===== config.mk =====
export PLATFORM = sky130hd
export DESIGN_NAME = keypad_matrix_emu
export DESIGN_NICKNAME = d
export VERILOG_FILES = /design/src/rtl/keypad_matrix_emu.sv
export SDC_FILE = /design/constraint.sdc
export NUM_CORES = 1
export LEC_CHECK = 0
export BUFFER_PORTS_ARGS = -buffer_cell sky130_fd_sc_hd__buf_2
export CORE_MARGIN = 1
export CORE_UTILIZATION = 50
export CTS_CLUSTER_DIAMETER = 200
export CTS_CLUSTER_SIZE = 14
export DETAILED_ROUTE_END_ITERATION = 12
export PLACE_DENSITY = 0.72
export SYNTH_ARGS = -nofsm -noshare
export SYNTH_HDL_FRONTEND = slang
export SYNTH_SLANG_ARGS = --single-unit

===== constraint.sdc =====
create_clock -name clk -period 3.3 [get_ports clk]
set_input_delay 0.495 -clock clk [delete_from_list [all_inputs] [get_ports clk]]
set_output_delay 0.495 -clock clk [all_outputs]
set_load 0.01 [all_outputs]

===== src/rtl/keypad_matrix_emu.sv =====
// Purpose: emulates a 4x4 matrix keypad, turning key commands into timed press/bounce/release on row lines.
// Latency: press visible on pressed at the accept edge, on row one clk later; sequence length fixed by tick parameters.
// Backpressure: cmd_ready is low for the whole key sequence; commands do not queue.
module keypad_matrix_emu #(
    parameter int TICK_DIV     = 1048576,
    parameter int HOLD_TICKS   = 16,
    parameter int GAP_TICKS    = 16,
    parameter int BOUNCE_TICKS = 0,
    parameter int BOUNCE_SHIFT = 12
) (
    input  logic       clk,
    input  logic       enable,
    input  logic [3:0] col,
    output logic [3:0] row,
    input  logic       cmd_valid,
    input  logic [4:0] cmd_key,
    output logic       cmd_ready,
    output logic       cmd_err,
    output logic       pressed,
    output logic       busy,
    output logic       done
);

    localparam int HG_MAX = (HOLD_TICKS > GAP_TICKS) ? HOLD_TICKS : GAP_TICKS;
    localparam int MAX_T  = (HG_MAX > BOUNCE_TICKS) ? HG_MAX : BOUNCE_TICKS;
    localparam int TW     = $clog2(MAX_T + 1);
    localparam int PW     = $clog2(TICK_DIV);
    localparam int PHW    = BOUNCE_SHIFT + 1;

    localparam logic [PW-1:0] PRESC_LAST = PW'(TICK_DIV - 1);
    localparam logic [TW-1:0] HOLD_LAST  = TW'(HOLD_TICKS - 1);
    localparam logic [TW-1:0] GAP_LAST   = TW'(GAP_TICKS - 1);
    localparam logic [TW-1:0] BNC_LAST   = TW'((BOUNCE_TICKS > 0) ? BOUNCE_TICKS - 1 : 0);

    typedef enum logic [2:0] {
        IDLE    = 3'd0,
        B_PRESS = 3'd1,
        HOLD    = 3'd2,
        B_REL   = 3'd3,
        GAP     = 3'd4
    } state_t;

    state_t          state;
    logic [PW-1:0]   presc_cnt;
    logic [TW-1:0]   tick_cnt;
    logic [PHW-1:0]  ph_cnt;
    logic [PHW-1:0]  ph_nxt;
    logic [1:0]      key_r;
    logic [1:0]      key_c;
    logic            key_ok;
    logic [3:0]      key_idx;
    logic            tick_end;
    logic            state_end;
    logic [3:0]      row_nxt;

    assign key_ok   = (cmd_key != 5'd0) && (cmd_key <= 5'd16);
    assign key_idx  = 4'(cmd_key - 5'd1);
    assign tick_end = (presc_cnt == PRESC_LAST);
    assign ph_nxt   = ph_cnt + PHW'(1);

    // Decide whether the current state has used up its full duration this cycle
    always_comb begin
        state_end = 1'b0;
        case (state)
            B_PRESS, B_REL: state_end = tick_end && (tick_cnt == BNC_LAST);
            HOLD:           state_end = tick_end && (tick_cnt == HOLD_LAST);
            GAP:            state_end = tick_end && (tick_cnt == GAP_LAST);
            default:        state_end = 1'b0;
        endcase
    end

    // Key sequencer: command acceptance, timed phases, contact state and status pulses
    always_ff @(posedge clk or negedge enable) begin
        if (!enable) begin
            state     <= IDLE;
            presc_cnt <= '0;
            tick_cnt  <= '0;
            ph_cnt    <= '0;
            key_r     <= 2'd0;
            key_c     <= 2'd0;
            pressed   <= 1'b0;
            busy      <= 1'b0;
            done      <= 1'b0;
            cmd_err   <= 1'b0;
            cmd_ready <= 1'b1;
        end else begin
            done    <= 1'b0;
            cmd_err <= 1'b0;
            ph_cnt  <= ph_nxt;
            // Free-running tick timebase inside a phase; every phase change below restarts it
            if (tick_end) begin
                presc_cnt <= '0;
                tick_cnt  <= tick_cnt + TW'(1);
            end else begin
                presc_cnt <= presc_cnt + PW'(1);
            end
            case (state)
                IDLE: begin
                    presc_cnt <= '0;
                    tick_cnt  <= '0;
                    pressed   <= 1'b0;
                    if (cmd_valid && cmd_ready) begin
                        if (key_ok) begin
                            key_r     <= key_idx[3:2];
                            key_c     <= key_idx[1:0];
                            busy      <= 1'b1;
                            cmd_ready <= 1'b0;
                            // Bounce phase also starts closed, so both paths close the contact now
                            pressed   <= 1'b1;
                            ph_cnt    <= '0;
                            state     <= (BOUNCE_TICKS > 0) ? B_PRESS : HOLD;
                        end else begin
                            cmd_err <= 1'b1;
                        end
                    end
                end
                B_PRESS: begin
                    if (state_end) begin
                        presc_cnt <= '0;
                        tick_cnt  <= '0;
                        pressed   <= 1'b1;
                        state     <= HOLD;
                    end else begin
                        pressed <= ~ph_nxt[BOUNCE_SHIFT];
                    end
                end
                HOLD: begin
                    if (state_end) begin
                        presc_cnt <= '0;
                        tick_cnt  <= '0;
                        ph_cnt    <= '0;
                        pressed   <= 1'b0;
                        state     <= (BOUNCE_TICKS > 0) ? B_REL : GAP;
                    end else begin
                        pressed <= 1'b1;
                    end
                end
                B_REL: begin
                    if (state_end) begin
                        presc_cnt <= '0;
                        tick_cnt  <= '0;
                        pressed   <= 1'b0;
                        state     <= GAP;
                    end else begin
                        pressed <= ph_nxt[BOUNCE_SHIFT];
                    end
                end
                GAP: begin
                    pressed <= 1'b0;
                    if (state_end) begin
                        presc_cnt <= '0;
                        tick_cnt  <= '0;
                        busy      <= 1'b0;
                        cmd_ready <= 1'b1;
                        done      <= 1'b1;
                        state     <= IDLE;
                    end
                end
                default: begin
                    state <= IDLE;
                end
            endcase
        end
    end

    // Closed contact pulls its row low only while the scanner selects its column
    always_comb begin
        row_nxt = 4'hF;
        if (pressed && !col[key_c]) begin
            row_nxt[key_r] = 1'b0;
        end
    end

    // Register the row sense so the scanner sees a clean, one-cycle-delayed response
    always_ff @(posedge clk or negedge enable) begin
        if (!enable) begin
            row <= 4'hF;
        end else begin
            row <= row_nxt;
        end
    end

endmodule


# After elaboration in Yosys (flattened, before gate mapping)
# Index checks and enable logic that the tools add are counted.
# W data, S select, Z words.
# totals
reg_bits	54
inputBits	12
out_inout_bits	9
word_cells	93
# op_classes
n_addsub	4
magnitude_cmp	4
n_eq_ne	11
mux	41
bitwise_logic	2
reduce_logical	19
# ops
operator	count
$mux W20	2
$pmux W20 S2	1
$mux W13	3
$pmux W13 S2	1
$add A20 B1 Y20 const B	1
$eq A20 B20 Y1 const B	1
$mux W1	18
$mux W3	5
$add A13 B1 Y13 const B	1
$pmux W3 S4	1
$mux W5	2
$pmux W5 S2	1
$reduce_bool A5 Y1	2
$ne A2 B2 Y1 const B	4
$eq A3 B2 Y1 const B	2
$logic_and A1 B1 Y1	6
$lt A2 B3 Y1 const B	2
$pmux W1 S2	3
$reduce_or A2 Y1	3
$add A5 B1 Y5 const B	1
$eq A5 B4 Y1 const B	1
$le A5 B5 Y1 const B	1
$logic_not A5 Y1	1
$pmux W1 S5	1
other kinds (17)	17

# Depth between registers and ports, before layout
# Gate-level depths: netlist of run 1.
# logic_depth
ltp_word	6
mapped_depth	7
mapped_depth_nobuf	7

# Least setup slack after synthesis of run 1
# No wires, ideal clock.
# synth_path
path_type	input port to flip-flop
from	in cmd_key[0]
to	reg key_c[0]
setup_time_ns	0.125
arrival_time_ns	1.900
required_time_ns	3.175
setup_slack_ns	1.275
path_stages	6
n_path_buf	0
cell_sequence	inv_1 > ha_1 > nor3b_1 > mux2i_1 > nand2_1 > mux2_2
# synth_via
elab_chain_cells	3
word_cells_on_any_way	5
classes_between	add/sub: 1; order compare: 1; reduce/logical: 3
# synth_rtl
item	line	source
from (decl)	16	input logic [4:0] cmd_key,
$le A5 B5 Y1 or $reduce_bool A5 Y1 (tied branches)	56	assign key_ok = (cmd_key != 5'd0) && (cmd_key <= 5'd16);
$logic_and A1 B1 Y1	56	
$reduce_and A3 Y1 (no line)	n/a	
to (signal assigned)	105	key_c <= key_idx[1:0];
to (decl)	49	logic [1:0] key_c;
# Several ways; a longest one is shown, not always the timed one.
# A chain may end at the register's enable or synchronous reset.

# Worst setup path after layout of run 1
# layout_path
from	reg presc_cnt[0]
to	reg presc_cnt[2]
# layout_via
elab_chain_cells	5
word_cells_on_any_way	8
classes_between	add/sub: 1; eq/ne: 1; mux: 4; reduce/logical: 2
# layout_rtl
item	line	source
from (decl)	44	logic [PW-1:0] presc_cnt;
from (signal assigned)	95	presc_cnt <= presc_cnt + PW'(1);
branches (longest 4 deep; another with $add A20 B1 Y20)	n/a	
$pmux W20 S2 *	97	case (state)
# Every way passes the cells marked *.

==> results of run 1 <==
-- worst reg2reg max path: stages, from the launching register on --
cell and delay [ns]:
dfrtp_1 0.40, ha_1 0.26, nand2_1 0.15, or4_1 0.66, o21ai_2 0.67, nor2_1 0.12
-- power by group through the flow --
stage / sequential (mW) / clock, mW / combinational (mW)
after floorplan: 0.521 / 0 / 0.0626
after global placement: 0.523 / 0 / 0.0926
after detailed placement: 0.524 / 0 / 0.0941
after CTS: 0.515 / 0.337 / 0.0943
after global routing: 0.517 / 0.354 / 0.107
final: 0.515 / 0.325 / 0.0929
-- final cells by class --
class,count,area [um2],share of cell area
clock buffers,8,90.1,0.0380
inverters,15,56.3,0.0237
multi-input cells,157,1050,0.442
flip-flops and latches,40,1010,0.424
well taps,50,62.6,0.0264
repair buffers,21,108,0.0453
-- final timing paths --
kind / startpoint / to / slack (ns) / cells past startpoint
worst min register to register: key_r[0] / row[3] / 0.46 / 1
worst min-delay path: enable / key_r[1] / 0.31 / 1
min in group clk: key_r[0] / row[3] / 0.46 / 1
worst max-delay path: presc_cnt[0] / presc_cnt[2] / 0.90 / 5
max in group asynchronous: enable / tick_cnt[0] / 2.44 / 1
worst max register to register: presc_cnt[0] / presc_cnt[2] / 0.90 / 5
-- metal layers --
layer,up-vias,track usage,wire [um]
li1,825,-,-
met5,-,0,0
met4,0,0.0878,65
met1,774,0.280,1900
met2,26,0.309,1940
met3,4,0.0456,129
-- logic make-up after synthesis --
kind of cell | synth area share
flops | 0.473
simple gates | 0.227
compound gates | 0.120
xor+xnor | 0.0575
buf+inv | 0.0346
fa+ha+maj | 0.0528
mux | 0.0358
-- synthesized netlist by cell type, drive strengths merged (3+ instances only) --
library cell,instances,area (um2)
a21oi,14,70.1
and3,5,32.5
dfrtp,35,876
dfstp,5,131
ha,9,113
inv,15,56.3
mux2,3,33.8
nand2,10,37.5
nand3,17,90.1
nand4,6,37.5
nor2,16,60.1
nor2b,3,18.8
nor3,7,35.0
nor4,3,18.8
o21ai,9,48.8
o31ai,3,22.5
or3,8,50.1
or4,5,37.5
xnor2,4,35.0
xor2,10,87.6
-- stage by stage --
step / hold WS [ns] / instances
after global routing: 0.396 / 291
final: 0.314 / 291
after global placement: 0.442 / 283
after CTS: 0.350 / 291
after floorplan: 0.199 / 216
after detailed placement: 0.447 / 283
-- flip-flops by register name (all words and copies together), names as in the netlist --
register / flops
presc_cnt: 20
tick_cnt: 5
row: 4
key_c: 2
key_r: 2
state: 2
busy: 1
cmd_err: 1
cmd_ready: 1
done: 1
pressed: 1
==> summary.txt, run 1 <==
Critical path
  • CP Buf/Inv Count: 0
  • Slowest CP cell: o21ai_2
  • Worst path arrival time: ~2.5 ns
  • CP top delay family: simple AND/OR/NAND/NOR gates
  • Critical path type: reg2reg
  • WP data required: approximately 3.4 ns
  • Worst-path cell chain: ha_1 > nand2_1 > or4_1 > o21ai_2 > nor2_1
  • CP max FO: 19
  • Critical path endpoint category: flip-flop
  • CP startpoint kind: flip-flop
  • CP peak stage delay: about 0.67 ns

Final layout
  • Fin util: 0.585
  • Area growth from synthesis to layout: 11.4%
  • Antenna Cells: 0
  • Most common cell after layout, fill and taps aside: dfrtp_1
  • Layout cell share with drive strength beyond 1: 0.170
  • Final Cell Area: approximately 2400 um2
  • Most frequent cells in the layout: 35 x dfrtp_1, 20 x buf_2, 16 x nand3_1, 16 x nor2_1, 15 x inv_1
  • Nets: approximately 260
  • Fillcell total: 326

Status
  • Status: finished clean

Clocking
  • Reg clk slew, reported paths: about 0.07 ns
  • Hold_buf cts: 0
  • Inserted Clock Buffers: 5
  • Clk buf depth: 2
  • Worst-Skew Late Latency: 0.29 ns
  • Setup bufs post-CTS: 0
  • H-tree levels: 2
  • CTS tree: done
  • Post_cts resized: 0
  • Sink Count: 40
  • Clock root cell: clkbuf_8

STA
  • # setup viols final: 0
  • Worst slew pin tran: 0.862 ns
  • Clock Skews: between 0.004 and 0.005 ns
  • RSZ-0062 raised after global routing: false
  • Fin Setup TNS: 0 ns
  • Min cycle time layout: between 2 and 2.5 ns
  • Final Hold Viols: 0
  • Crit share post-route: 0.726
  • Final WS setup: roughly 0.90 ns
  • Slew Viols, Final: 0
  • Slew HR: 0.426
  • F_max: between 0.4 and 0.5 GHz

Drt
  • DRT iter0 DRCs: 70
  • Vias post-DR: roughly 1600
  • Post-DR wirelength/cell: between 10 and 15 um
  • DR DRC count: 0
  • Total wire length: slightly above 4 mm
  • Antenna Nets Post-Route: 0
  • Pre-Repair DR Iteration Count: 4
  • DR vias/cell: 5.60

Logic synthesis
  • Primary FF master, synth: dfrtp_1
  • Number of synthesized flops with an enable pin: 0
  • Netlist cell types: 43
  • Warnings from Yosys: 0
  • Post-synthesis register bit count: 40
  • Mapped Cells: ~220
  • Synthesized cell area: between 2000 and 2500 um2
  • Fraction of registers with async set/reset: 1.00
  • Synth Area per Inst: between 9 and 10 um2
  • Syn nets: between 200 and 250
  • Seq/Total Area, Yosys: 0.473

Place
  • Dpl ws: roughly 0.8 ns
  • Gpl congestion: 0.726
  • Dpl cell area: 2280 um2
  • HPWL Detailed: ~2.9 mm
  • Buffers added on ports: 20

Power and ir drop
  • P per Cell Area: slightly below 400 nW/um2
  • Psw: around 0.22 mW
  • Power share of the sequential group: 0.552
  • Combinational cell fraction of total power: 0.100
  • Clock power share: 0.349
  • Lkg Pwr: roughly 0.98 nW
  • Int Pwr: approximately 0.71 mW
  • Pwr Total: ~0.93 mW
  • Worst VDD drop: between 200 and 300 uV
  • Switching Fraction: 0.241

GRT
  • Total global-route track usage: 0.204
  • First-pass GRT wire length: 6.67 mm
  • Largest net degree at the start of global routing: a little over 40
  • Vias in the first global route: between 1000 and 1500
  • Total grt overflow: 0
  • Initial antenna violation count: 0

Floorplan
  • Core area: 4060 um2
  • Num rows: 23
  • Die height: around 67 um
  • Die W: just under 70 um
  • Starting Density: 0.525
  • Total Die Area: 4530 um2
  • I/O pin count: 21

Flow run
  • Max_cap viols: 0

Min path
  • Hold Crit Class: in2async
(Power assumes the default switching activity.)
==> run 2, diff against run 1 <==
clock period = 2.4 ns   (was 3.3 ns; I/O delays follow)
==> run 2 against run 1 <==
Wire length increased by 1.3%. Hold slack got worse by 0.14 ns. Count of clock-buffer cells in the layout decreased by 3. First-iteration DRC count is 23% higher. Cell area up 5.1%. Die area did not move. Cell count is 2.4% higher. Combinational power rose by 51%.
==> summary.txt, run 2 (synthesis gave the netlist of run 1 again) <==
Place
  • Inst Count DP: 290 (was 283)
  • Dpl cell area: 2340 um2 (was 2280 um2)
  • HPWL Detailed: 2.97 mm (was 2.93 mm)
  • Gpl congestion: 0.792 (was 0.726)
  • Buffers added on ports: 20 (unchanged)

Final layout
  • Fillcell total: 325 (was 326)
  • Nets: 268 (was 261)
  • Regs by FF count: presc_cnt x20, tick_cnt x5, row x4 (unchanged)
  • Most common cell after layout, fill and taps aside: dfrtp_1 (unchanged)
  • Largest Register: presc_cnt (unchanged)
  • Layout Cells excl Fill: 298 (was 291)
  • Antenna Cells: 0 (unchanged)
  • Most frequent cells in the layout: 35 x dfrtp_1, 20 x buf_2, 16 x nand3_1, 16 x nor2_1, 15 x inv_1 (unchanged)
  • Area growth from synthesis to layout: 17.1% (was 11.4%)
  • Largest register FFs: 20 (unchanged)
  • Final Cell Area: 2490 um2 (was 2370 um2)
  • Layout cell share with drive strength beyond 1: 0.202 (was 0.170)

Clocking
  • CTS tree: done (unchanged)
  • Clock root cell: clkbuf_8 (unchanged)
  • Inserted Clock Buffers: 5 (unchanged)
  • Worst-Skew Late Latency: 0.30 ns (was 0.29 ns)
  • Setup bufs post-CTS: 0 (unchanged)
  • Hold_buf cts: 0 (unchanged)
  • Post_cts resized: 0 (unchanged)
  • Clk buf depth: 2 (unchanged)
  • Reg clk slew, reported paths: 0.08 ns (was 0.07 ns)
  • Sink Count: 40 (unchanged)
  • H-tree levels: 2 (unchanged)

Floorplan
  • Die height: 67.3 um (unchanged)
  • Total Die Area: 4530 um2 (unchanged)
  • Starting Density: 0.525 (unchanged)
  • Core area: 4060 um2 (unchanged)
  • Die W: 67.3 um (unchanged)
  • Num rows: 23 (unchanged)
  • I/O pin count: 21 (unchanged)

STA
  • Clock Skews: 0.00794 ns (was 0.00494 ns)
  • F_max: 0.473 GHz (was 0.417 GHz)
  • Final Hold Viols: 0 (unchanged)
  • Fin Setup TNS: 0 ns (unchanged)
  • # setup viols final: 0 (unchanged)
  • Worst slew pin tran: 0.863 ns (was 0.862 ns)
  • Slew HR: 0.425 (was 0.426)
  • Hold WS: 0.172 ns (was 0.314 ns)
  • Min cycle time layout: 2.11 ns (was 2.40 ns)
  • RSZ-0062 raised after global routing: false (unchanged)
  • Slew Viols, Final: 0 (unchanged)
  • Crit share post-route: 0.880 (was 0.726)

Drt
  • Met1 WL: 2.10 mm (was 1.90 mm)
  • Post-DR wirelength/cell: 13.7 um (was 13.9 um)
  • DR vias/cell: 5.68 (was 5.60)
  • Antenna Nets Post-Route: 0 (unchanged)
  • Metal2 WL: 1.83 mm (was 1.94 mm)
  • Vias post-DR: 1694 (was 1629)
  • Pre-Repair DR Iteration Count: 4 (unchanged)
  • Total wire length: 4.09 mm (was 4.03 mm)
  • DR DRC count: 0 (unchanged)
  • Max layer used: met4 (unchanged)
  • DRT iter0 DRCs: 86 (was 70)
  • Met3 routed WL: 93 um (was 129 um)

Critical path
  • Internal reg-to-reg setup slack: 0.29 ns (was 0.90 ns)
  • CP Buf/Inv Count: 2 (was 0)
  • Critical path endpoint category: flip-flop (unchanged)
  • Worst-path cell chain: ha_1 > nand2_1 > or4_1 > buf_4 > o21ai_2 > buf_4 > nor2_1 (was ha_1 > nand2_1 > or4_1 > o21ai_2 > nor2_1)
  • CP top delay family: simple AND/OR/NAND/NOR gates (unchanged)
  • CP startpoint kind: flip-flop (unchanged)
  • Critical path type: reg2reg (unchanged)
  • CP peak stage delay: 0.57 ns (was 0.67 ns)
  • WP data required: 2.58 ns (was 3.44 ns)
  • CP max FO: 12 (was 19)
  • Worst path arrival time: 2.29 ns (was 2.54 ns)
  • Most used cell along the critical path: buf_4
  • Slowest CP cell: or4_1 (was o21ai_2)

GRT
  • Vias in the first global route: 1477 (was 1434)
  • First-pass GRT wire length: 6.81 mm (was 6.67 mm)
  • Total grt overflow: 0 (unchanged)
  • Largest net degree at the start of global routing: 41 (unchanged)
  • Initial antenna violation count: 0 (unchanged)
  • Total global-route track usage: 0.204 (about the same)

Flow run
  • Max_cap viols: 0 (unchanged)

Power and ir drop
  • Lkg Pwr: 1.05 nW (was 0.983 nW)
  • Worst VDD drop: 369 uV (was 269 uV)
  • P per Cell Area: 642 nW/um2 (was 393 nW/um2)

Min path
  • Hold Crit Class: in2async (unchanged)

Status
  • Status: finished clean (unchanged)
run 2: cell count changes in the layout (fill, tap and decap cells not counted), sizes merged:
cell / delta
buf: +7
bufinv: +3
clkbuf: -3
run 2: power breakdown:
group          switching [mW]  internal, mW
combinational          0.0835        0.0564
sequential             0.0163         0.691
clock                   0.236         0.520
run 2: final timing paths:
path | start | end | depth (start not counted)
setup / recovery | presc_cnt[0] | presc_cnt[6] | 7
hold / removal | enable | key_r[0] | 1
setup reg to reg | presc_cnt[0] | presc_cnt[6] | 7
hold reg to reg | key_r[1] | row[2] | 1
max in group asynchronous | enable | presc_cnt[5] | 1
min in group clk | cmd_valid | cmd_err | 3
run 2: cell type report:
| type | instances | area (um2) | area share |
|---|---|---|---|
| multi-input combinational | 157 | 1050 | 0.421 |
| sequential | 40 | 1010 | 0.404 |
| timing repair buffer | 28 | 160 | 0.0642 |
| clock inverter | 3 | 90.1 | 0.0361 |
| clock buffer | 5 | 68.8 | 0.0276 |
| tap | 50 | 62.6 | 0.0251 |
| inverter | 15 | 56.3 | 0.0226 |
run 2: metal layers:
metal | track usage | vias up
met3 | 0.0405 | 7
li1 | - | 851
met2 | 0.285 | 16
met5 | 0 | -
met4 | 0.0878 | 0
met1 | 0.304 | 820
run 2: through the flow:
stage               utilization  worst slack, ns  power, mW
floorplan                     -            0.376      0.803
finish                    0.615            0.287       1.60
global route              0.615            0.129       1.66
CTS                       0.615            0.286       1.61
detailed placement        0.576            0.313      0.860
global placement          0.576            0.375      0.857
